$ cat config.mk
export PLATFORM = sky130hd
export DESIGN_NAME = branch_predictor_flat
export DESIGN_NICKNAME = d
export VERILOG_FILES = /design/src/rtl/branch_predictor_pkg.sv /design/src/rtl/branch_predictor_if.sv /design/src/rtl/branch_predictor_bht_ram.sv /design/src/rtl/branch_predictor.sv /design/src/flat_wrapper.sv
export SDC_FILE = /design/constraint.sdc
export NUM_CORES = 1
export LEC_CHECK = 0
export CAP_MARGIN = 20
export CELL_PAD_IN_SITES_DETAIL_PLACEMENT = 1
export CELL_PAD_IN_SITES_GLOBAL_PLACEMENT = 1
export CORE_UTILIZATION = 46
export DETAILED_ROUTE_END_ITERATION = 16
export PLACE_DENSITY = 0.81
export SETUP_SLACK_MARGIN = 0.15
export SLEW_MARGIN = 0
export SYNTH_ARGS = -nofsm -noshare
export SYNTH_HDL_FRONTEND = slang
export SYNTH_SLANG_ARGS = --single-unit
export TNS_END_PERCENT = 50
$ cat constraint.sdc
create_clock -name clk -period 5.6 [get_ports clk]
set_input_delay 0.84 -clock clk [delete_from_list [all_inputs] [get_ports clk]]
set_output_delay 0.84 -clock clk [all_outputs]
set_load 0.02 [all_outputs]
$ cat src/rtl/branch_predictor_pkg.sv
// Shared types and helpers for the fetch-side 2-bit branch history table.
// Counter encodings, table indexing and the saturating update rule.
package branch_predictor_pkg;

    typedef enum logic [1:0] {
        BHT_SNT = 2'b00,
        BHT_WNT = 2'b01,
        BHT_WT  = 2'b10,
        BHT_ST  = 2'b11
    } bht_ctr_e;

    // State carried from F into D alongside the index
    typedef struct packed {
        logic     valid;
        logic     pred_taken;
        bht_ctr_e ctr;
    } fd_state_t;

    localparam logic [31:0] CNT_MAX = 32'hFFFF_FFFF;

    function automatic logic [31:0] bht_idx(input logic [31:0] pc, input int idx_w);
        return (pc >> 2) & ((32'd1 << idx_w) - 32'd1);
    endfunction

    function automatic bht_ctr_e sat2_inc(input bht_ctr_e ctr, input logic taken);
        case (ctr)
            BHT_SNT: return taken ? BHT_WNT : BHT_SNT;
            BHT_WNT: return taken ? BHT_WT  : BHT_SNT;
            BHT_WT:  return taken ? BHT_ST  : BHT_WNT;
            default: return taken ? BHT_ST  : BHT_WT;
        endcase
    endfunction

endpackage

$ cat src/rtl/branch_predictor_if.sv
// F/D-side signals of the branch predictor. The pipeline drives through the
// master modport and the predictor sits on the slave modport.
interface branch_predictor_if;
    logic [31:0] F_PC;
    logic        F_VALID;
    logic        D_STALL;
    logic        D_FLUSH;
    logic        D_IS_BRANCH;
    logic        RES_CMP;
    logic        D_PRED_TAKEN;
    logic        MISPRED;
    logic [31:0] BR_CNT;
    logic [31:0] MISS_CNT;

    modport master (
        output F_PC, F_VALID, D_STALL, D_FLUSH, D_IS_BRANCH, RES_CMP,
        input  D_PRED_TAKEN, MISPRED, BR_CNT, MISS_CNT
    );

    modport slave (
        input  F_PC, F_VALID, D_STALL, D_FLUSH, D_IS_BRANCH, RES_CMP,
        output D_PRED_TAKEN, MISPRED, BR_CNT, MISS_CNT
    );
endinterface

$ cat src/rtl/branch_predictor_bht_ram.sv
// 2^IDX_W x 2-bit counter file: one async read port with write-first bypass,
// one sync write port, synchronous reset of every entry to CTR_INIT.
module branch_predictor_bht_ram
    import branch_predictor_pkg::*;
#(
    parameter int       IDX_W    = 6,
    parameter bht_ctr_e CTR_INIT = BHT_WNT
) (
    input  logic             clk,
    input  logic             reset,
    input  logic [IDX_W-1:0] rd_idx,
    output bht_ctr_e         rd_data,
    input  logic             wr_en,
    input  logic [IDX_W-1:0] wr_idx,
    input  bht_ctr_e         wr_data
);
    localparam int DEPTH = 1 << IDX_W;

    bht_ctr_e ctr_vec [DEPTH];

    generate
        for (genvar gi = 0; gi < DEPTH; gi++) begin : g_entry
            bht_ctr_e ctr_q;
            bht_ctr_e ctr_d;

            always_comb begin
                ctr_d = ctr_q;
                if (wr_en && (wr_idx == IDX_W'(gi))) begin
                    ctr_d = wr_data;
                end
            end

            always_ff @(posedge clk) begin
                if (reset) begin
                    ctr_q <= CTR_INIT;
                end else begin
                    ctr_q <= ctr_d;
                end
            end

            assign ctr_vec[gi] = ctr_q;
        end
    endgenerate

    // A lookup of the entry being trained this cycle sees the trained value
    assign rd_data = (wr_en && (wr_idx == rd_idx)) ? wr_data : ctr_vec[rd_idx];

endmodule

$ cat src/rtl/branch_predictor.sv
// Fetch-side 2-bit BHT: predicts at F, carries the prediction into D, trains on
// the D-stage comparator outcome and flags mispredicts to PC-select.
module branch_predictor
    import branch_predictor_pkg::*;
#(
    parameter int       IDX_W    = 6,
    parameter bht_ctr_e CTR_INIT = BHT_WNT
) (
    input  logic               clk,
    input  logic               reset,
    branch_predictor_if.slave  bp
);
    logic [IDX_W-1:0] f_idx;
    bht_ctr_e         f_ctr;
    bht_ctr_e         train_ctr;
    logic             resolve;
    logic             mispred;

    fd_state_t        fd_q, fd_d;
    logic [IDX_W-1:0] d_idx_q, d_idx_d;
    logic [31:0]      br_cnt_q, br_cnt_d;
    logic [31:0]      miss_cnt_q, miss_cnt_d;

    assign f_idx = IDX_W'(bht_idx(bp.F_PC, IDX_W));

    branch_predictor_bht_ram #(
        .IDX_W    (IDX_W),
        .CTR_INIT (CTR_INIT)
    ) u_bht_ram (
        .clk     (clk),
        .reset   (reset),
        .rd_idx  (f_idx),
        .rd_data (f_ctr),
        .wr_en   (resolve),
        .wr_idx  (d_idx_q),
        .wr_data (train_ctr)
    );

    // The counter value captured at F stays exact while in D: only the D
    // branch trains the table, and the F read is bypassed on the training edge.
    always_comb begin
        resolve   = fd_q.valid & bp.D_IS_BRANCH & ~bp.D_STALL;
        mispred   = resolve & (bp.RES_CMP != fd_q.pred_taken);
        train_ctr = sat2_inc(fd_q.ctr, bp.RES_CMP);

        fd_d    = fd_q;
        d_idx_d = d_idx_q;
        if (!bp.D_STALL) begin
            fd_d.valid      = bp.F_VALID & ~bp.D_FLUSH;
            fd_d.pred_taken = f_ctr[1];
            fd_d.ctr        = f_ctr;
            d_idx_d         = f_idx;
        end

        br_cnt_d = br_cnt_q;
        if (resolve && (br_cnt_q != CNT_MAX)) begin
            br_cnt_d = br_cnt_q + 32'd1;
        end

        miss_cnt_d = miss_cnt_q;
        if (mispred && (miss_cnt_q != CNT_MAX)) begin
            miss_cnt_d = miss_cnt_q + 32'd1;
        end
    end

    always_ff @(posedge clk) begin
        if (reset) begin
            fd_q       <= '{valid: 1'b0, pred_taken: 1'b0, ctr: CTR_INIT};
            d_idx_q    <= '0;
            br_cnt_q   <= '0;
            miss_cnt_q <= '0;
        end else begin
            fd_q       <= fd_d;
            d_idx_q    <= d_idx_d;
            br_cnt_q   <= br_cnt_d;
            miss_cnt_q <= miss_cnt_d;
        end
    end

    assign bp.D_PRED_TAKEN = fd_q.pred_taken;
    assign bp.MISPRED      = mispred;
    assign bp.BR_CNT       = br_cnt_q;
    assign bp.MISS_CNT     = miss_cnt_q;

endmodule
$ cat src/flat_wrapper.sv
// flat-port wrapper written by rule: the top's interface ports become plain ports
module branch_predictor_flat import branch_predictor_pkg::*;
#(
    parameter int       IDX_W    = 6,
    parameter bht_ctr_e CTR_INIT = BHT_WNT
)
  (clk, reset, bp_F_PC, bp_F_VALID, bp_D_STALL, bp_D_FLUSH, bp_D_IS_BRANCH, bp_RES_CMP, bp_D_PRED_TAKEN, bp_MISPRED, bp_BR_CNT, bp_MISS_CNT);
  branch_predictor_if bp_i ();
  input  logic clk;
  input  logic reset;
  input wire logic [$bits(bp_i.F_PC)-1:0] bp_F_PC;
  input wire logic [$bits(bp_i.F_VALID)-1:0] bp_F_VALID;
  input wire logic [$bits(bp_i.D_STALL)-1:0] bp_D_STALL;
  input wire logic [$bits(bp_i.D_FLUSH)-1:0] bp_D_FLUSH;
  input wire logic [$bits(bp_i.D_IS_BRANCH)-1:0] bp_D_IS_BRANCH;
  input wire logic [$bits(bp_i.RES_CMP)-1:0] bp_RES_CMP;
  output wire logic [$bits(bp_i.D_PRED_TAKEN)-1:0] bp_D_PRED_TAKEN;
  output wire logic [$bits(bp_i.MISPRED)-1:0] bp_MISPRED;
  output wire logic [$bits(bp_i.BR_CNT)-1:0] bp_BR_CNT;
  output wire logic [$bits(bp_i.MISS_CNT)-1:0] bp_MISS_CNT;
  assign bp_i.F_PC = bp_F_PC;
  assign bp_i.F_VALID = bp_F_VALID;
  assign bp_i.D_STALL = bp_D_STALL;
  assign bp_i.D_FLUSH = bp_D_FLUSH;
  assign bp_i.D_IS_BRANCH = bp_D_IS_BRANCH;
  assign bp_i.RES_CMP = bp_RES_CMP;
  assign bp_D_PRED_TAKEN = bp_i.D_PRED_TAKEN;
  assign bp_MISPRED = bp_i.MISPRED;
  assign bp_BR_CNT = bp_i.BR_CNT;
  assign bp_MISS_CNT = bp_i.MISS_CNT;
  branch_predictor #(.IDX_W(IDX_W), .CTR_INIT(CTR_INIT)) u_core (.clk(clk), .reset(reset), .bp(bp_i));
endmodule
# == After elaboration in Yosys (flattened, before gate mapping) ==
# Index checks and enable logic that the tools add are counted.
# word_totals
ff_bits,202
latchBits,0
mem_bits_rw,0
mem_bits_ro,0
input_bits,39
wordCells,227
n_memories,0
# classes
add_sub_neg,2
n_mul,0
div,0
order_cmp,1
n_eq_ne,69
shift,0
muxes,9
bitwise,7
n_reduce_logical,69
# op_table
op,count
6-bit equality test (second input constant),32
6-bit by 5-bit equality test with 1-bit output (second input constant),16
1-bit logical AND,67
32-bit by 1-bit adder with 32-bit output (second input constant),2
32-bit != test (second input constant),2
6-bit by 4-bit equality test with 1-bit output (second input constant),8
6-bit by 3-bit equality test with 1-bit output (second input constant),4
2-bit binary-select mux with 6-bit select,1
6-bit by 2-bit equality test with 1-bit output (second input constant),2
2-bit two-way mux,5
7-bit >= comparator (second input constant),1
6-bit inverter with 7-bit output,1
6-bit by 1-bit equality test with 1-bit output (second input constant),1
6-bit equality test,1
6-bit logical NOT,1
2-bit case mux with 3 select lines,1
1-bit bitwise AND,4
2-bit by 1-bit equality test with 1-bit output (second input constant),1
2-bit equality test (second input constant),1
2-bit logical NOT,1
1-bit two-way mux,2
1-bit inverter,2
1-bit != test,1

# == Logic depth before layout (Yosys ltp) ==
# Gate-level depths: netlist (run 1).
# depth
ltp_word,5
ltp_mapped,9
mapped_depth_nobuf,6

# == Cells and area by module ==
# A second synthesis (run 1) with hierarchy kept.
# hier_totals
cells_unflattened,1118
hier_area_um2,9924.5
# modules_own_cells
module,n_inst,cells_each,area_each_um2,seq_area_each_um2
branch_predictor_bht_ram,1,681,6299.8,2562.5
branch_predictor,1,437,3624.7,1461.4

# == Worst setup path after synthesis (run 1) ==
# Ideal clock, no wire load.
# synth_path
path_kind,in2out
start,input bp_D_STALL
end,output bp_MISPRED
arrival_ns,1.720
required_time_ns,4.760
setup_slack_ns,3.040
stages,4
path_cell_list,nand3b_1 -> clkbuf_1 -> nor2_1 -> clkbuf_1
# synth_via
elab_chain_len,3
# synth_rtl
item,line_no,rtl
from (decl),flat_wrapper.sv:13,input wire logic [$bits(bp_i.D_STALL)-1:0] bp_D_STALL;
1-bit inverter,branch_predictor.sv:42,resolve = fd_q.valid & bp.D_IS_BRANCH & ~bp.D_STALL;
1-bit bitwise AND,branch_predictor.sv:42,
1-bit bitwise AND,branch_predictor.sv:43,mispred = resolve & (bp.RES_CMP != fd_q.pred_taken);
to (decl),flat_wrapper.sv:18,output wire logic [$bits(bp_i.MISPRED)-1:0] bp_MISPRED;
# Every way passes these cells.

# == Worst setup path in the final report (run 1) ==
# Ends and elaborated chain as after synthesis.

==> metrics, run 1 <==
status finished clean; Multi-input gate area 5650 um2; CTS tree built; Post-route DRC 0; period utilisation layout 0.664; most numerous cell in the Yosys netlist dfxtp_1; register clock-pin slew on the reported worst setup and hold paths 0.06 ns; RSZ-0062 raised after global routing no; HP Class register to register; vias in the first global route 9367; clock latency on the worst-skew pair 0.52 ns; WL met3 1010 um; Yosys top cell area share 0.399; Max Cap Viol 0; clk_skew 0.0163 ns; Max Fclk 269 MHz; met1 WL 13500 um; Final setup viols 0; drt wl/cell 19.3 um; ant diodes 0; die footprint 22500 um2; chip height 150 um; Routed Antenna Nets 0; Max Used Layer met4; final hold vios 0; fillcell total 2470; total vias in the final route 9271; worst path arrival time 2.88 ns; Reg area 4020 um2; global-route wire length before repair 48600 um; 1st-iter DRT viols 414; slew at the pin with the worst max-slew slack 0.899 ns; WS Path Type input pin to output pin; largest cells by area after synthesis dfxtp_1 (40%), mux4_2 (7.4%), nand2_1 (6.5%); register bit total from synthesis 201; H-tree levels 1; commonest cells in the netlist dfxtp_1 (201), nand2_1 (174), nor2_1 (124); Hold-fix buffers, CTS 0; Pwr per Cell Area 261 nW/um2; DR pass1 iterations 4; routed wire length 29400 um; share of flip-flops with an asynchronous set or reset 0; routability cong. 0.764; post-CTS setup buffer count 0; Setup crit start kind input pin; Yosys warnings 0; dpl hpwl 18800 um; WHS 0.457 ns; Die Wd 150 um; crit path time final 3.72 ns; Synth area leader dfxtp_1; Synth-to-Final Area Change 16.0%; antenna violations before repair 0; WP data required 4.76 ns; layout cells sized above 1 0.101; largest net degree at the start of global routing 119; final cell count without fillers 1528; fin nets 1281; wire length on met2 14300 um; syn_nets 1257; CP endpoint kind output pin; Max Slew Vio Count 0; TritonCTS Buffers 23; GRT Util Overall 0.266; Avg Inst Size Synth 8.30 um2; CTS root buf clkbuf_16; post-synthesis cell count 1216; clk sinks 201; IO buf count 78; LEAKAGE 3.67 nW; final core occ 0.550; total grt overflow 0; Worst slew margin 0.401; worst-case clock buffer depth 3; Initial Util 0.474; peak supply drop 0.000211 V; post-CTS sizing 0; setup TNS after final layout 0 ns; total I/O pin count 105; Yosys cell types 50; placed cell count 1488; Seq/Total Area, Yosys 0.399; Core Area 21300 um2; Primary FF master, synth dfxtp_1; CP max FO 14; Site Rows 53; Post-Syn Area 10100 um2; Via density 6.07; count of flip-flops with a built-in enable after synthesis 0
## final cells by class
| type | instances | area share |
|---|---|---|
| Clock inverter | 5 | 0.00246 |
| Inverter | 9 | 0.00289 |
| Clock buffer | 33 | 0.0575 |
| Tap cell | 275 | 0.0294 |
| Sequential cell | 201 | 0.344 |
| Multi-Input combinational cell | 908 | 0.483 |
| Timing Repair Buffer | 97 | 0.0813 |
## critical path: stages
cell and delay [ns]:
clkdlybuf4s50_1 0.74, nand3b_1 0.34, nor2_1 0.11, buf_4 0.21, clkdlybuf4s50_1 0.64
## kinds of logic (layout without fill, tap and decap cells)
group / Yosys count / count (layout) / synth area share
AND/OR/NAND/NOR: 559 / 559 / 0.277
AO/OA/AOI/OAI: 272 / 272 / 0.161
flip-flops: 201 / 201 / 0.399
buffers and inverters: 107 / 144 / 0.0433
multiplexers: 67 / 67 / 0.111
XOR/XNOR: 8 / 8 / 0.00694
adder cells (fa/ha/maj): 2 / 2 / 0.00248
## metal layers
layer,track usage,up-vias
met5,0,-
met4,0.0611,0
met3,0.0285,37
met2,0.460,161
met1,0.356,4636
li1,-,4437
## cell usage in the layout, fill, tap and decap left out, types with 4 or more instances in the layout
cell type / count
buf_4: 17
clkbuf_8: 6
nand2b_1: 6
mux4_2: 33
or3_1: 11
mux2i_1: 7
clkinv_2: 4
xnor2_1: 8
clkbuf_1: 4
nand3b_1: 35
and4_1: 9
nor3_1: 16
clkdlybuf4s50_1: 76
inv_1: 9
a31oi_1: 6
a211o_1: 32
nor4_1: 9
nand2_1: 174
o21ai_0: 75
dfxtp_1: 201
a211oi_1: 5
or4_1: 24
a21oi_1: 110
nor2b_1: 33
nor2_1: 123
a22oi_1: 6
clkbuf_16: 23
o31ai_1: 25
and3_1: 13
nand4_1: 22
nand3_1: 68
mux2_2: 26
## through the flow
stage	area, um2	power [W]	worst slack (ns)
floorplan	10100	0.00159	3.04
global placement	11000	0.00164	1.81
detailed placement	11000	0.00165	1.73
CTS	11700	0.00308	1.86
global route	11700	0.00315	1.78
finish	11700	0.00305	1.88
## final timing paths
path,startpoint,end,slack [ns],cells past startpoint
worst max-delay path,bp_D_STALL,bp_MISPRED,1.88,5
worst min-delay path,u_core.u_bht_ram.g_entry[50].ctr_q[1],u_core.u_bht_ram.g_entry[50].ctr_q[1],0.46,2
worst max register to register,u_core.bp.MISS_CNT[4],u_core.bp.MISS_CNT[0],2.83,5
worst min register to register,u_core.u_bht_ram.g_entry[50].ctr_q[1],u_core.u_bht_ram.g_entry[50].ctr_q[1],0.46,2
## state kept, by name, summed over array words and instances (netlist names)
signal and count:
u_core.fd_q 3, u_core.bp.BR_CNT 32, u_core.bp.MISS_CNT 32, u_core.d_idx_q 6, u_core.u_bht_ram.g_entry.ctr_q 128
## power breakdown
part	internal [W]	total, W	switching, W
Clock	0.000828	0.00143	0.000605
Sequential	0.00143	0.00145	0.0000148
Combinational	0.0000526	0.000171	0.000118
Total	0.00231	0.00305	0.000738
(Power assumes the default switching activity.)
==> run 2, diff against run 1 <==
--- a/config.mk
+++ b/config.mk
@@ -8,9 +8,9 @@
 export CAP_MARGIN = 20
 export CELL_PAD_IN_SITES_DETAIL_PLACEMENT = 1
 export CELL_PAD_IN_SITES_GLOBAL_PLACEMENT = 1
-export CORE_UTILIZATION = 46
+export CORE_UTILIZATION = 43
 export DETAILED_ROUTE_END_ITERATION = 16
-export PLACE_DENSITY = 0.81
+export PLACE_DENSITY = 0.76
 export SETUP_SLACK_MARGIN = 0.15
 export SLEW_MARGIN = 0
 export SYNTH_ARGS = -nofsm -noshare
==> constraint.sdc (replaced) <==
create_clock -name clk -period 3.5 [get_ports clk]
set_input_delay 0.525 -clock clk [delete_from_list [all_inputs] [get_ports clk]]
set_output_delay 0.525 -clock clk [all_outputs]
set_load 0.02 [all_outputs]
==> metrics, run 2 (synthesis results as in run 1) <==
H-tree levels 1; post-CTS sizing 0; crit path time final 2.94 ns; placed cell count 1537; RSZ-0062 raised after global routing no; WP data required 2.97 ns; setup TNS after final layout 0 ns; slew at the pin with the worst max-slew slack 0.892 ns; routed wire length 29500 um; antenna violations before repair 0; period utilisation layout 0.840; drt wl/cell 18.7 um; Routed Antenna Nets 0; reg-to-reg slack, setup 1.02 ns; 1st-iter DRT viols 469; CP endpoint kind output pin; total grt overflow 0; IO buf count 78; pre-CTS setup slack 0.551 ns; chip height 155 um; Worst slew margin 0.401; CP max FO 12; die footprint 24100 um2; global-route wire length before repair 48300 um; worst path arrival time 2.41 ns; GRT Util Overall 0.246; Synth-to-Final Area Change 18.6%; Reg area 4020 um2; Multi-input gate area 5650 um2; largest net degree at the start of global routing 100; Max Cap Viol 0; Max Fclk 340 MHz; peak supply drop 0.000345 V; Max Slew Vio Count 0; fillcell total 2687; WS Path Type input pin to output pin; Hold Crit Start u_core.u_bht_ram.g_entry[21].ctr_q[1]; WHS Endpoint u_core.u_bht_ram.g_entry[21].ctr_q[1]; TritonCTS Buffers 24; clk_skew 0.0123 ns; LEAKAGE 3.79 nW; R2R Path Start u_core.bp.BR_CNT[15]; reg2reg path depth 6; dpl hpwl 19300 um; final cell count without fillers 1581; layout cells sized above 1 0.112; WHS 0.455 ns; most common cell after layout, fill and taps aside dfxtp_1; Pwr per Cell Area 437 nW/um2; Initial Util 0.442; routability cong. 0.787; register clock-pin slew on the reported worst setup and hold paths 0.06 ns; Setup crit start kind input pin; post-CTS setup buffer count 0; Worst R2R End u_core.bp.BR_CNT[3]; clock latency on the worst-skew pair 0.52 ns; commonest cells after routing, fill and taps aside dfxtp_1 (201), nand2_1 (174), nor2_1 (123); Via density 5.87; status finished clean; total I/O pin count 105; vias in the first global route 9360; CTS root buf clkbuf_16; Hold-fix buffers, CTS 0; largest register by flop count u_core.u_bht_ram.g_entry.ctr_q; Setup WS post-layout 0.562 ns; Die Wd 155 um; max FFs per register 128; Final setup viols 0; HP Class register to register; Site Rows 55; fin nets 1291; ant diodes 0; final hold vios 0; total vias in the final route 9278; DR pass1 iterations 4; Hold Path Cell Cnt 2; Post-route DRC 0; Core Area 22800 um2; worst-case clock buffer depth 3; CTS tree built; clk sinks 201; Power, Total 0.00524 W
run 2: changes by cell type in the layout (fill, tap and decap cells not counted), sizes merged:
cell,before,now
inv,10,9
bufinv,0,3
buf,21,30
clkinv,4,7
clkinvlp,0,1
run 2: cell type report:
type,instances,area share
repair buffers,106,0.0866
well taps,313,0.0327
flip-flops and latches,201,0.336
multi-input cells,908,0.472
inverters,9,0.00282
clock buffers,33,0.0589
clock inverters,11,0.0111
run 2: worst max path at each step:
stage | start | endpoint | slack, ns | depth (start not counted)
floorplan | bp_F_PC[2] | u_core.fd_q[0] | 1.27 | 7
detailed placement | bp_D_STALL | u_core.bp.BR_CNT[14] | 0.55 | 6
finish | bp_D_STALL | bp_MISPRED | 0.56 | 5
global placement | bp_D_STALL | u_core.bp.MISS_CNT[20] | 0.55 | 7
CTS | bp_D_STALL | bp_MISPRED | 0.57 | 5
global route | bp_D_STALL | bp_MISPRED | 0.50 | 5
run 2: power by group:
| group | switching, W | internal [W] | leakage [nW] | total, W |
|---|---|---|---|---|
| Combinational | 0.000192 | 0.0000940 | 1.75 | 0.000286 |
| Sequential | 0.0000201 | 0.00229 | 1.62 | 0.00231 |
| Clock | 0.00101 | 0.00163 | 0.417 | 0.00264 |
| Total | 0.00122 | 0.00402 | 3.79 | 0.00524 |
run 2: stage by stage:
stage	utilization	cell area [um2]
floorplan	-	10100
CTS	0.524	12000
detailed placement	0.487	11100
global placement	0.487	11100
finish	0.524	12000
global route	0.524	12000
run 2: layer usage:
metal	global-route usage	part of all wire	vias to the layer above
met5	0	0	-
met4	0.0635	0.018	0
met3	0.0329	0.042	45
met2	0.430	0.48	188
met1	0.320	0.46	4586
li1	-	-	4459
run 2: worst max-delay path: stages:
cell and delay [ns]:
clkdlybuf4s50_1 0.47, nand3b_1 0.38, nor2_1 0.18, buf_4 0.22, clkdlybuf4s50_1 0.63
==> run 3, diff against run 2 <==
==> constraint.sdc (replaced) <==
create_clock -name clk -period 2.82 [get_ports clk]
set_input_delay 0.423 -clock clk [delete_from_list [all_inputs] [get_ports clk]]
set_output_delay 0.423 -clock clk [all_outputs]
set_load 0.02 [all_outputs]
==> metrics, run 3 (synthesis results as in run 1) <==
status finished clean; LEAKAGE 3.84 nW; R2R Path Start u_core.bp.MISS_CNT[12]; period utilisation layout 0.910; fin nets 1303; CP endpoint kind output pin; Max Slew Vio Count 0; Via density 5.93; clock latency on the worst-skew pair 0.52 ns; Int Power 0.00486 W; Setup crit start kind input pin; Max Fclk 390 MHz; GRT Util Overall 0.254; Worst R2R End u_core.bp.MISS_CNT[0]; crit path time final 2.57 ns; clk sinks 201; worst path arrival time 2.14 ns; Core Area 22800 um2; total vias in the final route 9441; HP Class input pin to register; setup TNS after final layout 0 ns; TritonCTS Buffers 24; register clock-pin slew on the reported worst setup and hold paths 0.06 ns; CTS tree built; CP startpoint bp_RES_CMP; Post-route DRC 0; routability cong. 0.802; final core occ 0.530; reg2reg path depth 5; fin area 12100 um2; WP data required 2.40 ns; CP max FO 12; slew at the pin with the worst max-slew slack 0.755 ns; commonest cells after routing, fill and taps aside dfxtp_1 (200), nand2_1 (174), nor2_1 (122); most common cell after layout, fill and taps aside dfxtp_1; reg-to-reg slack, setup 0.34 ns; global-route wire length before repair 49800 um; Routed Antenna Nets 0; Clock power frac 0.488; total grt overflow 0; IO buf count 78; Final setup viols 0; worst-case clock buffer depth 3; Initial Util 0.442; ant diodes 0; total I/O pin count 105; chip height 155 um; RSZ-0062 raised after global routing no; Synth-to-Final Area Change 19.9%; CTS root buf clkbuf_16; Die Wd 155 um; Flop pwr share 0.452; 1st-iter DRT viols 486; routed wire length 30200 um; sw frac 0.235; Pwr per Cell Area 525 nW/um2; layout cells sized above 1 0.118; clk_skew 0.00999 ns; final hold vios 0; H-tree levels 1; WS Path Type input pin to output pin; die footprint 24100 um2; sw power 0.00149 W; crit path capture bp_MISPRED; Worst slew margin 0.496; antenna violations before repair 0; Comb pwr share 0.060; placed cell area 11300 um2; Max Cap Viol 0; dpl hpwl 19900 um; peak supply drop 0.000443 V; Site Rows 55; largest register by flop count u_core.u_bht_ram.g_entry.ctr_q; largest net degree at the start of global routing 81; drt wl/cell 19.0 um; vias in the first global route 9544; DR pass1 iterations 5; max FFs per register 128
==> run 3: power by group through the flow <==
stage | registers (W) | logic (W) | clock network [W]
finish | 0.00287 | 0.000379 | 0.00310
global route | 0.00287 | 0.000410 | 0.00328
CTS | 0.00287 | 0.000380 | 0.00316
detailed placement | 0.00293 | 0.000378 | 0
global placement | 0.00293 | 0.000373 | 0
floorplan | 0.00292 | 0.000241 | 0
==> run 3: area by class of cell <==
class / count / area (um2)
clock inverter: 1 / 5.00
inverter: 9 / 33.8
timing repair buffer: 118 / 1200
clock buffer: 42 / 790
tap: 313 / 392
multi-input combinational: 908 / 5650
fill: 2726 / 10700
sequential: 201 / 4030
==> run 3: routing by layer <==
layer	global-route usage	part of all wire	routed length (um)	up-vias
met5	0	0	0	-
met4	0.0649	0.022	651	0
met3	0.0326	0.042	1270	43
met2	0.442	0.48	14600	195
met1	0.334	0.45	13700	4722
li1	-	-	-	4481
==> run 3: worst min-delay path by stage <==
stage / slack, ns / cells past startpoint / to / startpoint
3_5_place_dp: 0.45 / 1 / u_core.u_bht_ram.g_entry[61].ctr_q[0] / u_core.u_bht_ram.g_entry[61].ctr_q[0]
2_1_floorplan: 0.43 / 1 / u_core.u_bht_ram.g_entry[62].ctr_q[0] / u_core.u_bht_ram.g_entry[62].ctr_q[0]
5_1_grt: 0.39 / 2 / u_core.fd_q[3] / reset
4_1_cts: 0.37 / 2 / u_core.fd_q[3] / reset
6_report: 0.36 / 2 / u_core.fd_q[3] / reset
3_3_place_gp: 0.44 / 1 / u_core.u_bht_ram.g_entry[52].ctr_q[0] / u_core.u_bht_ram.g_entry[52].ctr_q[0]
==> run 3: what timing repair did <==
item / CTS / global route
setup buffers: 0 / 1
setup endpoints to repair: 0 / 1
resized for setup: 0 / 2
hold buffers: 0 / 0
==> run 3: worst max-delay path, stage by stage <==
cell	delay [ns]
clkdlybuf4s50_1	0.62
xnor2_1	0.18
nor2_2	0.16
buf_12	0.15
clkdlybuf4s50_1	0.60
==> run 3: metrics by stage <==
step	instances	total power, W	hold slack [ns]	worst slack [ns]
after floorplan	1216	0.00316	0.430	0.609
after global placement	1548	0.00330	0.438	0.182
after detailed placement	1548	0.00331	0.447	0.145
after CTS	1591	0.00641	0.368	0.160
after global routing	1592	0.00656	0.390	0.185
final	1592	0.00635	0.361	0.253
